File: src/rtl/alien_matrix_mover.sv
// alien_matrix_mover: owns the formation top-left corner, marches it
// sideways every N frames, steps down at the edges, speeds up as aliens die.
module alien_matrix_mover #(
  parameter int START_X      = 64,
  parameter int START_Y      = 32,
  parameter int CELL_BITS    = 5,
  parameter int COLS         = 8,
  parameter int ROWS         = 4,
  parameter int STEP_X       = 8,
  parameter int STEP_Y       = 16,
  parameter int LEFT_LIMIT   = 0,
  parameter int RIGHT_LIMIT  = 639,
  parameter int BOTTOM_LIMIT = 400,
  parameter int SPEED_SHIFT  = 2
) (
  input  logic             clk,
  input  logic             resetN,
  input  logic             startOfFrame,
  input  logic             gameStart,
  input  logic             levelRestart,
  input  logic             freeze,
  input  logic [COLS-1:0]  aliveCols,
  input  logic [ROWS-1:0]  aliveRows,
  input  logic [5:0]       aliveCount,
  output logic [10:0]      alienMatrixTLX,
  output logic [10:0]      alienMatrixTLY,
  output logic             movingRight,
  output logic             stepPulse,
  output logic             landed,
  output logic             cleared
);

  typedef enum logic [1:0] {
    IDLE,
    RUN,
    LANDED,
    CLEARED
  } state_t;

  state_t      state;
  state_t      state_nx;
  logic [10:0] tlx_nx;
  logic [10:0] tly_nx;
  logic        mr_nx;
  logic        sp_nx;
  logic        landed_nx;
  logic        cleared_nx;
  logic [5:0]  cnt;
  logic [5:0]  cnt_nx;
  logic [5:0]  period;
  logic [10:0] col_lo;
  logic [10:0] col_hi;
  logic [10:0] row_bot;
  logic [10:0] left_edge;
  logic [10:0] right_ex;
  logic [10:0] tly_dn;
  logic [11:0] bottom_ex;
  logic        fits_right;
  logic        fits_left;
  logic        lands;
  logic        empty;
  logic        frame_due;
  logic        step_due;

  always_comb begin
    col_lo = '0;
    col_hi = '0;
    for (int c = COLS - 1; c >= 0; c--)
      if (aliveCols[c]) col_lo = 11'(c);
    for (int c = 0; c < COLS; c++)
      if (aliveCols[c]) col_hi = 11'(c);
  end

  // highest row index is the lowest row on screen
  always_comb begin
    row_bot = '0;
    for (int r = 0; r < ROWS; r++)
      if (aliveRows[r]) row_bot = 11'(r);
  end

  assign period = 6'd1 + (aliveCount >> SPEED_SHIFT);

  // edges wrap mod 2^11 so a top-left that went "negative" stays coherent
  assign left_edge = alienMatrixTLX + (col_lo << CELL_BITS);
  assign right_ex  = alienMatrixTLX
                   + ((col_hi + 11'd1) << CELL_BITS);
  assign tly_dn    = alienMatrixTLY + 11'(STEP_Y);
  assign bottom_ex = {1'b0, tly_dn}
                   + (({1'b0, row_bot} + 12'd1) << CELL_BITS);

  assign fits_right = ({1'b0, right_ex} + 12'(STEP_X))
                    <= 12'(RIGHT_LIMIT + 1);
  assign fits_left  = {1'b0, left_edge}
                    >= 12'(LEFT_LIMIT + STEP_X);
  assign lands      = (|aliveRows)
                    && (bottom_ex >= 12'(BOTTOM_LIMIT));

  assign empty     = (aliveCount == 6'd0) || (aliveCols == '0);
  assign frame_due = startOfFrame && !freeze;
  assign step_due  = ({1'b0, cnt} + 7'd1) >= {1'b0, period};

  always_comb begin
    state_nx   = state;
    tlx_nx     = alienMatrixTLX;
    tly_nx     = alienMatrixTLY;
    mr_nx      = movingRight;
    cnt_nx     = cnt;
    sp_nx      = 1'b0;
    landed_nx  = landed;
    cleared_nx = cleared;
    if (levelRestart) begin
      state_nx   = RUN;
      tlx_nx     = 11'(START_X);
      tly_nx     = 11'(START_Y);
      mr_nx      = 1'b1;
      cnt_nx     = '0;
      landed_nx  = 1'b0;
      cleared_nx = 1'b0;
    end else begin
      unique case (state)
        IDLE: begin
          if (gameStart) state_nx = RUN;
        end
        RUN: begin
          if (empty) begin
            state_nx   = CLEARED;
            cleared_nx = 1'b1;
          end else if (frame_due && step_due) begin
            cnt_nx = '0;
            sp_nx  = 1'b1;
            unique case (1'b1)
              movingRight && fits_right:
                tlx_nx = alienMatrixTLX + 11'(STEP_X);
              !movingRight && fits_left:
                tlx_nx = alienMatrixTLX - 11'(STEP_X);
              default: begin
                tly_nx = tly_dn;
                mr_nx  = !movingRight;
                if (lands) begin
                  state_nx  = LANDED;
                  landed_nx = 1'b1;
                end
              end
            endcase
          end else if (frame_due) begin
            cnt_nx = cnt + 6'd1;
          end
        end
        default: ;
      endcase
    end
  end

  always_ff @(posedge clk or posedge resetN) begin
    if (resetN) begin
      state          <= IDLE;
      alienMatrixTLX <= 11'(START_X);
      alienMatrixTLY <= 11'(START_Y);
      movingRight    <= 1'b1;
      stepPulse      <= 1'b0;
      landed         <= 1'b0;
      cleared        <= 1'b0;
      cnt            <= '0;
    end else begin
      state          <= state_nx;
      alienMatrixTLX <= tlx_nx;
      alienMatrixTLY <= tly_nx;
      movingRight    <= mr_nx;
      stepPulse      <= sp_nx;
      landed         <= landed_nx;
      cleared        <= cleared_nx;
      cnt            <= cnt_nx;
    end
  end

endmodule

File: config.mk
export PLATFORM = sky130hd
export DESIGN_NAME = alien_matrix_mover
export DESIGN_NICKNAME = d
export VERILOG_FILES = /design/src/rtl/alien_matrix_mover.sv
export SDC_FILE = /design/constraint.sdc
export NUM_CORES = 1
export LEC_CHECK = 0
export CORE_MARGIN = 4
export CORE_UTILIZATION = 55
export DETAILED_ROUTE_END_ITERATION = 10
export PLACE_DENSITY_LB_ADDON = 0.15
export SYNTH_ARGS = -nofsm -noshare
export SYNTH_HDL_FRONTEND = slang
export SYNTH_SLANG_ARGS = --single-unit
File: constraint.sdc
create_clock -name clk -period 6 [get_ports clk]
set_input_delay 1.2 -clock clk [delete_from_list [all_inputs] [get_ports clk]]
set_output_delay 1.2 -clock clk [all_outputs]
set_load 0.01 [all_outputs]
==> results of run 1 <==
## cell type report
type | instances | area (um^2) | area share, %
Clock inverter | 1 | 5.00 | 0.147
Timing Repair Buffer | 42 | 420 | 12.4
Sequential cell | 27 | 679 | 20.0
Tap cell | 70 | 87.6 | 2.57
Inverter | 29 | 109 | 3.20
Clock buffer | 3 | 41.3 | 1.21
Multi-Input combinational cell | 273 | 2060 | 60.6
## layout by cell type, fill, tap and decap left out, types with 4 or more instances in the layout
| cell | count |
|---|---|
| sky130_fd_sc_hd__clkdlybuf4s50_1 | 42 |
| sky130_fd_sc_hd__ha_1 | 31 |
| sky130_fd_sc_hd__nor2_1 | 29 |
| sky130_fd_sc_hd__inv_1 | 29 |
| sky130_fd_sc_hd__a21oi_1 | 26 |
| sky130_fd_sc_hd__dfrtp_1 | 24 |
| sky130_fd_sc_hd__nand3_1 | 19 |
| sky130_fd_sc_hd__o21ai_0 | 18 |
| sky130_fd_sc_hd__xnor2_1 | 15 |
| sky130_fd_sc_hd__nand2_1 | 11 |
| sky130_fd_sc_hd__nor3_1 | 8 |
| sky130_fd_sc_hd__conb_1 | 7 |
| sky130_fd_sc_hd__and3_1 | 6 |
| sky130_fd_sc_hd__o21a_1 | 5 |
| sky130_fd_sc_hd__xor2_1 | 5 |
| sky130_fd_sc_hd__nor2b_1 | 4 |
| sky130_fd_sc_hd__a211oi_1 | 4 |
| sky130_fd_sc_hd__o31ai_1 | 4 |
| sky130_fd_sc_hd__fa_1 | 4 |
## kinds of logic (layout without fill, tap and decap cells)
kind of cell / after synthesis / after routing / share of synthesized area, %
XOR/XNOR: 21 / 21 / 6.58
buffers and inverters: 43 / 75 / 6.62
other: 1 / 7 / 0.129
AO/OA/AOI/OAI: 94 / 94 / 23.9
AND/OR/NAND/NOR: 110 / 110 / 21.1
adder cells (fa/ha/maj): 35 / 35 / 16.1
flip-flops: 27 / 27 / 23.3
multiplexers: 6 / 6 / 2.32
## power by group
| group | switching [mW] | internal (mW) |
|---|---|---|
| combinational | 0.0673 | 0.0539 |
| clock | 0.0560 | 0.0465 |
| sequential | 0.00388 | 0.184 |
| total | 0.127 | 0.285 |
## worst max-delay path: cells and delay by family
family,cells,cell delay [ps]
compound gates,6,930
fa+ha+maj,3,1060
buf+inv,3,800
mux,1,340
simple gates,7,1040
## flip-flops by register name, indices dropped and copies added (netlist names)
name	cells
stepPulse	1
cleared	1
landed	1
alienMatrixTLX	8
movingRight	1
alienMatrixTLY	7
cnt	6
state	2
## path summary, 6_finish.rpt
| kind | start | end | slack, ps |
|---|---|---|---|
| setup / recovery | aliveCols[7] | alienMatrixTLX[10] | 790 |
| hold / removal | landed | landed | 510 |
| setup reg to reg | alienMatrixTLX[6] | alienMatrixTLX[10] | 2050 |
| hold reg to reg | landed | landed | 510 |
| max in group asynchronous | resetN | alienMatrixTLY[10] | 3920 |
| min in group asynchronous | resetN | cnt[4] | 1470 |
## per-layer routing
| metal | part of all wire [%] | wire length (um) | up-vias | GRT usage [%] |
|---|---|---|---|---|
| met1 | 47 | 3120 | 1190 | 30.1 |
| li1 | - | - | 1292 | - |
| met5 | 0 | 0 | - | 0 |
| met3 | 4.6 | 303 | 8 | 3.44 |
| met2 | 47 | 3080 | 45 | 35.5 |
| met4 | 1.2 | 79 | 0 | 4.56 |
## stage by stage
step           hold WS (ps)  cells  setup slack [ps]  power, mW  area (um^2)
2_1_floorplan           476    343              1420      0.277         2930
3_3_place_gp            479    441               594      0.310         3360
3_5_place_dp            491    441               505      0.313         3360
4_1_cts                 518    445               780      0.416         3400
5_1_grt                 540    445               295      0.442         3400
6_report                512    445               789      0.412         3400
==> results_tabular.tex, run 1 <==
\begin{tabular}{lr}
\hline
Metric & Value \\
\hline
\multicolumn{2}{l}{\textbf{Outcome}} \\
Status & finished clean \\
\multicolumn{2}{l}{\textbf{Clocking}} \\
\# hold bufs at CTS & 0 \\
Clock root buffer master & sky130\_fd\_sc\_hd\_\_clkbuf\_8 \\
TritonCTS clock tree & yes \\
Resized Gates After CTS & 0 \\
Post-CTS repair timing setup buffer count & 0 \\
Clock latency at the later pin of the worst-skew pair & 270 ps \\
Clk pin slew, worst setup/hold paths & approximately 90 ps \\
Clock sinks & 27 \\
Number of buffers created by CTS & 3 \\
Worst-case clock buffer depth & 2 \\
H-tree depth & 1 \\
\multicolumn{2}{l}{\textbf{Global route}} \\
Overflow after GRT & 0 \\
Number of global-route vias before repair & 2497 \\
Initial antenna violation count & 0 \\
Global-route wire length before repair & 11.3 mm \\
GRT Util Overall & $\sim$22\% \\
Largest net degree at the start of global routing & 28 \\
\multicolumn{2}{l}{\textbf{Timing}} \\
Final critical path time including I/O delays and setup & 5210 ps \\
Count of final setup violators & 0 \\
Worst clock skew & slightly below 2 ps \\
Setup repair after global routing missed its margin & false \\
Setup\_tns & 0 ps \\
Final period utilization & between 80\% and 90\% \\
Final max-slew violation count & 0 \\
Fmax & around 0.19 GHz \\
Final number of hold-violating endpoints & 0 \\
Transition time at the pin with the least slew margin & roughly 1000 ps \\
Worst relative slew slack & 32.3\% \\
\multicolumn{2}{l}{\textbf{Power and ir drop}} \\
Power per cell area & 121 mW/mm\^{}2 \\
Maximum ir drop on the vdd rail & 0.000160 V \\
Leakage power & 1.50 nW \\
\multicolumn{2}{l}{\textbf{Routing}} \\
Drt wl/cell & 14.8 um \\
Via count & 2535 \\
Total Routed Length & 6.58 mm \\
Via density per instance & 5.70 \\
Drt first pass iters & 4 \\
Residual antenna-violating net count after detailed routing & 0 \\
DRC violation count after routing & 0 \\
Iteration-0 DRC count of the detailed router & 66 \\
\multicolumn{2}{l}{\textbf{Logic synthesis}} \\
Largest area contributor in the netlist & sky130\_fd\_sc\_hd\_\_dfrtp\_1 \\
Area share of the largest cell type after synthesis & 20.6\% \\
Register area share after synthesis & 23.3\% \\
Unique cell type count in the Yosys netlist & 70 \\
Post-synthesis sequential element count & 27 \\
Number of synthesis warnings & 0 \\
Cell with the most instances after synthesis & sky130\_fd\_sc\_hd\_\_ha\_1 \\
Post-Synthesis Cell Area & 0.00291 mm\^{}2 \\
Number of synthesized flops with an enable pin & 0 \\
Asr flop ratio synth & 100\% \\
Cells after Synth & 337 \\
Ranking of synthesized cells by instance count & sky130\_fd\_sc\_hd\_\_ha\_1, sky130\_fd\_sc\_hd\_\_inv\_1, sky130\_fd\_sc\_hd\_\_nor2\_1 \\
Synth Flop Type & sky130\_fd\_sc\_hd\_\_dfrtp\_1 \\
Mean instance size in the synthesized netlist & 8.64 um\^{}2 \\
Largest cells by area after synthesis & sky130\_fd\_sc\_hd\_\_dfrtp\_1, sky130\_fd\_sc\_hd\_\_ha\_1, sky130\_fd\_sc\_hd\_\_xnor2\_1, sky130\_fd\_sc\_hd\_\_a21oi\_1, sky130\_fd\_sc\_hd\_\_inv\_1 \\
\multicolumn{2}{l}{\textbf{Floorplanning}} \\
Starting Density & $\sim$57\% \\
Core region area & around 0.005 mm\^{}2 \\
Top-level I/O count & 50 \\
Num rows & 26 \\
Width of the die & 80.7 um \\
Vert. Die Dim & 80.7 um \\
Floorplan die area & 0.00652 mm\^{}2 \\
\multicolumn{2}{l}{\textbf{Setup path}} \\
CP Launch Type & primary input \\
Largest fanout on the critical path & 8 \\
Arrival @ worst endpoint & $\sim$5400 ps \\
Crit path capture type & flop \\
Critical path data required time & $\sim$6000 ps \\
Worst path slowest cell & sky130\_fd\_sc\_hd\_\_clkdlybuf4s50\_1 \\
List of cells traversed by the critical path & clkdlybuf4s50\_1, a21oi\_1, o21bai\_1, a21oi\_1, nor2\_1, ha\_1, inv\_1, fa\_1, nor4bb\_1, o221ai\_1, nand2\_1, inv\_1, ha\_1, nand3\_1, o211ai\_1, nor4\_1, nor3\_1, nand4\_1, a21oi\_1, mux2\_2 \\
Class of the most critical setup path & in2reg \\
Longest individual stage delay on the worst path & 560 ps \\
Cell type with the highest occurrence count on the critical path & sky130\_fd\_sc\_hd\_\_a21oi\_1 \\
Cell count of the worst reg-to-reg path & 14 \\
\multicolumn{2}{l}{\textbf{Layout}} \\
Share of final-layout standard cells stronger than drive strength 1 & 7.20\% \\
Share of the core filled with cells & between 60\% and 70\% \\
Number of nets in the layout & 435 \\
Fill cell total of the finished layout & 439 \\
Number of antenna repair diodes & 0 \\
Area added between synthesis and finish & 16.9\% \\
\multicolumn{2}{l}{\textbf{Worst hold path}} \\
Number of instances on the worst hold path & 1 \\
Path category of the worst min-delay check & reg2reg \\
\multicolumn{2}{l}{\textbf{Placement}} \\
Final Wtd Congestion & 0.875 \\
Dpl hpwl & 5.23 mm \\
Port Buffers & between 40 and 50 \\
\multicolumn{2}{l}{\textbf{Run}} \\
Max cap viols & 0 \\
\hline
\end{tabular}
Power figures use the tool's default switching activity.
==> run 2: changes to the inputs <==
--- a/config.mk
+++ b/config.mk
@@ -12,3 +12,4 @@
 export SYNTH_ARGS = -nofsm -noshare
 export SYNTH_HDL_FRONTEND = slang
 export SYNTH_SLANG_ARGS = --single-unit
+export TNS_END_PERCENT = 1
==> constraint.sdc (replaced) <==
create_clock -name clk -period 6.2 [get_ports clk]
set_input_delay 1.24 -clock clk [delete_from_list [all_inputs] [get_ports clk]]
set_output_delay 1.24 -clock clk [all_outputs]
set_load 0.01 [all_outputs]
==> run 2 against run 1 <==
  * Clock skew increased by 3.0 ps
  * Global-route usage decreased by 0.42 points
  * Combinational power decreased by 3%
  * Design area about the same
  * Final cell count unchanged
  * Wire length decreased by 2.1%
  * Via count decreased by 0.87%
  * Largest power group unchanged
  * Die area unchanged
==> results_tabular.tex, run 2 (synthesized netlist as in run 1, its figures left out) <==
\begin{tabular}{lr}
\hline
Metric & Value \\
\hline
\multicolumn{2}{l}{\textbf{Timing}} \\
Setup\_tns & 0 ps (unchanged) \\
Count of final setup violators & 0 (unchanged) \\
Final max-slew violation count & 0 (unchanged) \\
Final period utilization & 84.7\% \\
Worst clock skew & 4.96 ps (+3.02 ps) \\
Final number of hold-violating endpoints & 0 (unchanged) \\
Final critical path time including I/O delays and setup & 5250 ps \\
Worst relative slew slack & 33.1\% (+0.87 points) \\
Fmax & approximately 0.19 GHz \\
Setup repair after global routing missed its margin & false \\
Transition time at the pin with the least slew margin & 1000 ps (-13.0 ps) \\
\multicolumn{2}{l}{\textbf{Power and ir drop}} \\
Clk network pwr share & 24.7\% (-0.2 points) \\
Proportion of power drawn by combinational gates & 29.4\% (about the same) \\
Net Sw Frac & 30.3\% (-0.58 points) \\
Cell internal power dissipation & 0.277 mW (-2.9\%) \\
Leakage power & 1.50 nW (-0.18\%) \\
Maximum ir drop on the vdd rail & 0.000183 V (+14\%) \\
Net switching power & 0.120 mW (-5.5\%) \\
PnR Total Power & 0.397 mW (-3.7\%) \\
Sequential Power Share & 45.9\% (+0.2 points) \\
Power per cell area & 117 mW/mm\^{}2 (-3.7\%) \\
\multicolumn{2}{l}{\textbf{Global route}} \\
Largest net degree at the start of global routing & 28 (unchanged) \\
GRT Util Overall & 21.2\% (-0.42 points) \\
Initial antenna violation count & 0 (unchanged) \\
Global-route wire length before repair & 11.2 mm (-1.6\%) \\
Overflow after GRT & 0 (unchanged) \\
Number of global-route vias before repair & 2476 (-0.84\%) \\
\multicolumn{2}{l}{\textbf{Setup path}} \\
Class of the most critical setup path & in2reg \\
Worst path slowest cell & sky130\_fd\_sc\_hd\_\_clkdlybuf4s50\_1 \\
Arrival @ worst endpoint & 5410 ps (+40 ps) \\
Cell count of the worst reg-to-reg path & 14 (unchanged) \\
Largest fanout on the critical path & 8 (unchanged) \\
Cell type with the highest occurrence count on the critical path & sky130\_fd\_sc\_hd\_\_a21oi\_1 \\
List of cells traversed by the critical path & clkdlybuf4s50\_1, a21oi\_1, o21bai\_1, a21oi\_1, nor2\_1, ha\_1, inv\_1, fa\_1, nor4bb\_1, o221ai\_1, nand2\_1, inv\_1, ha\_1, a21oi\_1, o211ai\_1, nor4\_1, nor3\_1, or2\_2, a21oi\_1, mux2\_2 \\
Longest individual stage delay on the worst path & 560 ps (about the same) \\
CP Launch Type & primary input \\
Critical path data required time & 6360 ps (+200 ps) \\
Reg2reg setup slack & 2240 ps (+190 ps) \\
Crit path capture type & flop \\
Critical register-to-register path startpoint & alienMatrixTLX[6] \\
Worst r2r dst & alienMatrixTLX[10] \\
\multicolumn{2}{l}{\textbf{Layout}} \\
Register bank with the most flops & alienMatrixTLX \\
Top flop regs & alienMatrixTLX (8), alienMatrixTLY (7), cnt (6) \\
Area added between synthesis and finish & 16.9\% (about the same) \\
Number of antenna repair diodes & 0 (unchanged) \\
Post-layout instance count excluding filler cells & 445 (unchanged) \\
Most frequent standard cell in the layout excluding fill and tap cells & sky130\_fd\_sc\_hd\_\_clkdlybuf4s50\_1 \\
Number of nets in the layout & 435 (unchanged) \\
Share of final-layout standard cells stronger than drive strength 1 & 6.93\% (-0.27 points) \\
Top library cells by usage in the layout, fill and taps aside & sky130\_fd\_sc\_hd\_\_clkdlybuf4s50\_1, sky130\_fd\_sc\_hd\_\_ha\_1, sky130\_fd\_sc\_hd\_\_nor2\_1, sky130\_fd\_sc\_hd\_\_inv\_1, sky130\_fd\_sc\_hd\_\_a21oi\_1 \\
Number of flip-flops in the largest register & 8 (unchanged) \\
\multicolumn{2}{l}{\textbf{Worst hold path}} \\
Source of the worst hold timing path & cleared \\
Number of instances on the worst hold path & 2 (+1) \\
Path category of the worst min-delay check & reg2reg \\
Sink of the worst hold path & cleared \\
\multicolumn{2}{l}{\textbf{Placement}} \\
Port Buffers & 42 (unchanged) \\
Final Wtd Congestion & 0.875 (unchanged) \\
Dpl hpwl & 5.17 mm (-1.2\%) \\
Placed cells & 441 (unchanged) \\
\multicolumn{2}{l}{\textbf{Floorplanning}} \\
Top-level I/O count & 50 (unchanged) \\
Width of the die & 80.7 um (unchanged) \\
Floorplan die area & 0.00652 mm\^{}2 (unchanged) \\
Num rows & 26 (unchanged) \\
Starting Density & 57.0\% (unchanged) \\
Vert. Die Dim & 80.7 um (unchanged) \\
Core region area & 0.00511 mm\^{}2 (unchanged) \\
\multicolumn{2}{l}{\textbf{Routing}} \\
Drt wl/cell & 14.5 um (-2.1\%) \\
Total Routed Length & 6.44 mm (-2.1\%) \\
Drt first pass iters & 4 (unchanged) \\
Iteration-0 DRC count of the detailed router & 91 (+38\%) \\
Via density per instance & 5.65 (-0.87\%) \\
Via count & 2513 (-0.87\%) \\
Residual antenna-violating net count after detailed routing & 0 (unchanged) \\
DRC violation count after routing & 0 (unchanged) \\
\multicolumn{2}{l}{\textbf{Clocking}} \\
Worst-case clock buffer depth & 2 (unchanged) \\
Clock latency at the later pin of the worst-skew pair & 270 ps (about the same) \\
Clk pin slew, worst setup/hold paths & 90 ps (about the same) \\
TritonCTS clock tree & yes \\
\# hold bufs at CTS & 0 (unchanged) \\
Resized Gates After CTS & 0 (unchanged) \\
H-tree depth & 1 (unchanged) \\
Number of buffers created by CTS & 3 (unchanged) \\
Clock root buffer master & sky130\_fd\_sc\_hd\_\_clkbuf\_8 \\
Post-CTS repair timing setup buffer count & 0 (unchanged) \\
Clock sinks & 27 (unchanged) \\
\multicolumn{2}{l}{\textbf{Outcome}} \\
Status & finished clean \\
\multicolumn{2}{l}{\textbf{Run}} \\
Max cap viols & 0 (unchanged) \\
\hline
\end{tabular}
run 2: routing by layer:
metal  GRT usage [%]  share of wire, %
met1            29.7                48
met2            35.3                47
met5               0                 0
met4            3.21              0.90
met3            3.10               4.3
run 2: power groups by stage:
stage | sequential, mW | combinational [mW] | clock, mW
global route | 0.183 | 0.133 | 0.109
detailed placement | 0.186 | 0.117 | 0
global placement | 0.186 | 0.115 | 0
CTS | 0.182 | 0.117 | 0.102
floorplan | 0.185 | 0.0833 | 0
finish | 0.182 | 0.117 | 0.0979
run 2: cell type report:
class	instances	area, um^2
flip-flops and latches	27	679
inverters	29	109
fillers	434	1710
well taps	70	87.6
clock buffers	4	45.0
repair buffers	42	420
multi-input cells	273	2060
run 2: worst max path at each step:
stage	start	slack, ps	depth (start not counted)	to
6_report	aliveCols[7]	950	20	alienMatrixTLX[10]
5_1_grt	aliveCols[7]	480	19	alienMatrixTLX[10]
4_1_cts	aliveCols[7]	950	20	alienMatrixTLX[10]
3_5_place_dp	aliveCols[7]	690	20	alienMatrixTLX[10]
3_3_place_gp	aliveCols[7]	750	20	alienMatrixTLX[10]
2_1_floorplan	aliveCols[6]	1580	20	alienMatrixTLX[10]
run 2: stage by stage:
| step | worst slack, ps | instance area, um^2 | hold WS [ps] | util [%] |
|---|---|---|---|---|
| 2_1_floorplan | 1580 | 2930 | 476 | - |
| 3_3_place_gp | 754 | 3360 | 479 | 65.7 |
| 3_5_place_dp | 689 | 3360 | 498 | 65.7 |
| 4_1_cts | 950 | 3400 | 517 | 66.6 |
| 5_1_grt | 484 | 3400 | 539 | 66.6 |
| 6_report | 950 | 3400 | 513 | 66.6 |
run 2: critical path: cells and delay by family:
| kind | cells | cell delay [ps] |
|---|---|---|
| muxes | 1 | 340 |
| adders and majority gates | 3 | 960 |
| buffers and inverters | 3 | 800 |
| and+or+nand+nor | 6 | 1080 |
| AOI/OAI and AO/OA | 7 | 980 |
==> run 3: changes to the inputs <==
--- a/config.mk
+++ b/config.mk
@@ -6,7 +6,7 @@
 export NUM_CORES = 1
 export LEC_CHECK = 0
 export CORE_MARGIN = 4
-export CORE_UTILIZATION = 55
+export CORE_UTILIZATION = 54
 export DETAILED_ROUTE_END_ITERATION = 10
 export PLACE_DENSITY_LB_ADDON = 0.15
 export SYNTH_ARGS = -nofsm -noshare
==> constraint.sdc (replaced) <==
create_clock -name clk -period 5.2 [get_ports clk]
set_input_delay 1.04 -clock clk [delete_from_list [all_inputs] [get_ports clk]]
set_output_delay 1.04 -clock clk [all_outputs]
set_load 0.01 [all_outputs]
==> run 3 against run 2 <==
  * Wire length rose by 4.8%
  * Design area rose by 1.9%
  * Register-to-register slack got worse by 880 ps
  * Combinational power rose by 24%
  * Global-route usage rose by 0.11 points
  * Critical path depth fell by 1
  * Highest routed layer unchanged
  * Total power rose by 21%
  * Non-clock buffer count rose by 4
==> results_tabular.tex, run 3 (synthesized netlist as in run 1, its figures left out) <==
\begin{tabular}{lr}
\hline
Metric & Value \\
\hline
\multicolumn{2}{l}{\textbf{Routing}} \\
DRC violation count after routing & 0 (unchanged) \\
Drt first pass iters & 4 (unchanged) \\
Drt wl/cell & 15.0 um (+3.9\%) \\
Iteration-0 DRC count of the detailed router & 111 (+22\%) \\
Residual antenna-violating net count after detailed routing & 0 (unchanged) \\
Total Routed Length & 6.75 mm (+4.8\%) \\
Via count & 2553 (+1.6\%) \\
Via density per instance & 5.69 (+0.69\%) \\
\multicolumn{2}{l}{\textbf{Layout}} \\
Number of nets in the layout & 439 (+0.92\%) \\
Top library cells by usage in the layout, fill and taps aside & sky130\_fd\_sc\_hd\_\_clkdlybuf4s50\_1, sky130\_fd\_sc\_hd\_\_ha\_1, sky130\_fd\_sc\_hd\_\_nor2\_1, sky130\_fd\_sc\_hd\_\_inv\_1, sky130\_fd\_sc\_hd\_\_a21oi\_1 \\
Register bank with the most flops & alienMatrixTLX \\
Area added between synthesis and finish & 19.1\% \\
Share of the core filled with cells & 67.0\% (+0.40 points) \\
Most frequent standard cell in the layout excluding fill and tap cells & sky130\_fd\_sc\_hd\_\_clkdlybuf4s50\_1 \\
Top flop regs & alienMatrixTLX (8), alienMatrixTLY (7), cnt (6) \\
Number of flip-flops in the largest register & 8 (unchanged) \\
Number of antenna repair diodes & 0 (unchanged) \\
Share of final-layout standard cells stronger than drive strength 1 & 9.76\% (+2.8 points) \\
\multicolumn{2}{l}{\textbf{Floorplanning}} \\
Starting Density & 56.3\% (-0.72 points) \\
Core region area & 0.00517 mm\^{}2 (+1.3\%) \\
Width of the die & 81.4 um (+0.83\%) \\
Vert. Die Dim & 81.4 um (+0.83\%) \\
Top-level I/O count & 50 (unchanged) \\
Floorplan die area & 0.00663 mm\^{}2 (+1.7\%) \\
Num rows & 26 (unchanged) \\
\multicolumn{2}{l}{\textbf{Placement}} \\
Final Wtd Congestion & 0.868 (-0.74\%) \\
Dpl hpwl & 5.30 mm (+2.5\%) \\
Port Buffers & 42 (unchanged) \\
Post-Place Setup Slack & -49.7 ps (-738 ps) \\
\multicolumn{2}{l}{\textbf{Setup path}} \\
Crit path capture type & flop \\
Critical path data required time & 5370 ps (-990 ps) \\
Cell count of the worst reg-to-reg path & 14 (unchanged) \\
Largest fanout on the critical path & 5 (-3) \\
Beginning of the critical path & aliveCols[3] \\
Last element of the critical path & alienMatrixTLX[10] \\
Class of the most critical setup path & in2reg \\
Reg2reg setup slack & 1360 ps (-880 ps) \\
Critical register-to-register path startpoint & alienMatrixTLX[6] \\
Worst r2r dst & alienMatrixTLX[10] \\
Arrival @ worst endpoint & 5100 ps (-310 ps) \\
CP Launch Type & primary input \\
\multicolumn{2}{l}{\textbf{Global route}} \\
Global-route wire length before repair & 11.2 mm (+0.87\%) \\
Largest net degree at the start of global routing & 28 (unchanged) \\
Number of global-route vias before repair & 2526 (+2.0\%) \\
GRT Util Overall & 21.3\% (+0.11 points) \\
Initial antenna violation count & 0 (unchanged) \\
Overflow after GRT & 0 (unchanged) \\
\multicolumn{2}{l}{\textbf{Power and ir drop}} \\
Leakage power & 1.55 nW (+3.4\%) \\
Net switching power & 0.149 mW (+24\%) \\
Sequential Power Share & 45.4\% (-0.5 points) \\
Power per cell area & 138 mW/mm\^{}2 (+19\%) \\
PnR Total Power & 0.480 mW (+21\%) \\
Clk network pwr share & 24.3\% (-0.4 points) \\
Cell internal power dissipation & 0.331 mW (+20\%) \\
Net Sw Frac & 31.0\% (+0.70 points) \\
Maximum ir drop on the vdd rail & 0.000157 V (-14\%) \\
Proportion of power drawn by combinational gates & 30.3\% (+0.9 points) \\
\multicolumn{2}{l}{\textbf{Outcome}} \\
Status & finished clean \\
\multicolumn{2}{l}{\textbf{Clocking}} \\
Clock latency at the later pin of the worst-skew pair & 270 ps (about the same) \\
TritonCTS clock tree & yes \\
H-tree depth & 1 (unchanged) \\
Worst-case clock buffer depth & 2 (unchanged) \\
Clock root buffer master & sky130\_fd\_sc\_hd\_\_clkbuf\_8 \\
Number of buffers created by CTS & 3 (unchanged) \\
Clock sinks & 27 (unchanged) \\
Clk pin slew, worst setup/hold paths & 90 ps (about the same) \\
Post-CTS repair timing setup buffer count & 0 (unchanged) \\
\multicolumn{2}{l}{\textbf{Timing}} \\
Count of final setup violators & 0 (unchanged) \\
Setup repair after global routing missed its margin & false \\
Final number of hold-violating endpoints & 0 (unchanged) \\
Final period utilization & 94.8\% \\
Final max-slew violation count & 0 (unchanged) \\
Final critical path time including I/O delays and setup & 4930 ps \\
Worst clock skew & 4.30 ps (-0.655 ps) \\
Transition time at the pin with the least slew margin & 1020 ps (+13.4 ps) \\
Post-layout worst setup margin & 268 ps (-682 ps) \\
Fmax & 0.203 GHz \\
Worst relative slew slack & 32.2\% (-0.90 points) \\
\multicolumn{2}{l}{\textbf{Worst hold path}} \\
Path category of the worst min-delay check & reg2reg \\
\multicolumn{2}{l}{\textbf{Run}} \\
Max cap viols & 0 (unchanged) \\
\hline
\end{tabular}
[run 3: power groups by stage]
stage	Clock (mW)	Combinational, mW	Sequential, mW
2_1_floorplan	0	0.0993	0.221
3_3_place_gp	0	0.139	0.221
3_5_place_dp	0	0.144	0.221
4_1_cts	0.121	0.145	0.217
5_1_grt	0.130	0.163	0.218
6_report	0.117	0.145	0.218
[run 3: stage by stage]
| stage | area [um^2] | hold WS [ps] | setup TNS, ps | cells |
|---|---|---|---|---|
| final | 3470 | 515 | 0 | 449 |
| after global routing | 3470 | 547 | 0 | 449 |
| after CTS | 3430 | 518 | 0 | 449 |
| after detailed placement | 3390 | 496 | -49.7 | 445 |
| after global placement | 3390 | 480 | 0 | 445 |
| after floorplan | 2930 | 476 | 0 | 343 |
[run 3: repair_timing]
| action | CTS | global route |
|---|---|---|
| hold buffers | 0 | 0 |
| resized for setup | 0 | 9 |
| setup endpoints to repair | 0 | 2 |
[run 3: critical path, cell delays in order]
cell                              delay (ps)
sky130_fd_sc_hd__clkdlybuf4s50_1         560
sky130_fd_sc_hd__o21bai_1                140
sky130_fd_sc_hd__a21oi_1                  80
sky130_fd_sc_hd__nor2_1                  110
sky130_fd_sc_hd__ha_2                    210
sky130_fd_sc_hd__inv_1                    50
sky130_fd_sc_hd__fa_1                    480
sky130_fd_sc_hd__nor4bb_1                220
sky130_fd_sc_hd__o221ai_1                220
sky130_fd_sc_hd__nand2_2                 150
sky130_fd_sc_hd__inv_1                   110
sky130_fd_sc_hd__ha_1                    300
sky130_fd_sc_hd__a21oi_2                 170
sky130_fd_sc_hd__o211ai_1                150
sky130_fd_sc_hd__nor4_2                  270
sky130_fd_sc_hd__nor3_2                   90
sky130_fd_sc_hd__or2_2                   270
sky130_fd_sc_hd__a21oi_1                 140
sky130_fd_sc_hd__mux2_2                  340
[run 3: routing by layer]
layer  track usage (%)  up-vias  routed length [um]
met5                 0        -                   0
met4              5.07        0                  19
met3              2.96        2                 338
met2              36.7       55                3230
met1              28.0     1194                3160
li1                  -     1302                   -
[run 3: area by class of cell]
class                           count  area (um^2)
Inverter                           29          109
Timing Repair Buffer               46          458
Fill cell                         430         1710
Tap cell                           70         87.6
Clock inverter                      1         5.00
Sequential cell                    27          679
Multi-Input combinational cell    273         2090
Clock buffer                        3         41.3
[run 3: how the worst min path moves through the flow]
stage	startpoint	to	slack, ps	cells after the start
after floorplan	cnt[1]	cnt[1]	480	2
after global placement	cleared	cleared	480	2
after detailed placement	landed	landed	500	1
after CTS	alienMatrixTLY[5]	alienMatrixTLY[5]	520	2
after global routing	alienMatrixTLY[5]	alienMatrixTLY[5]	550	2
final	alienMatrixTLY[5]	alienMatrixTLY[5]	510	2
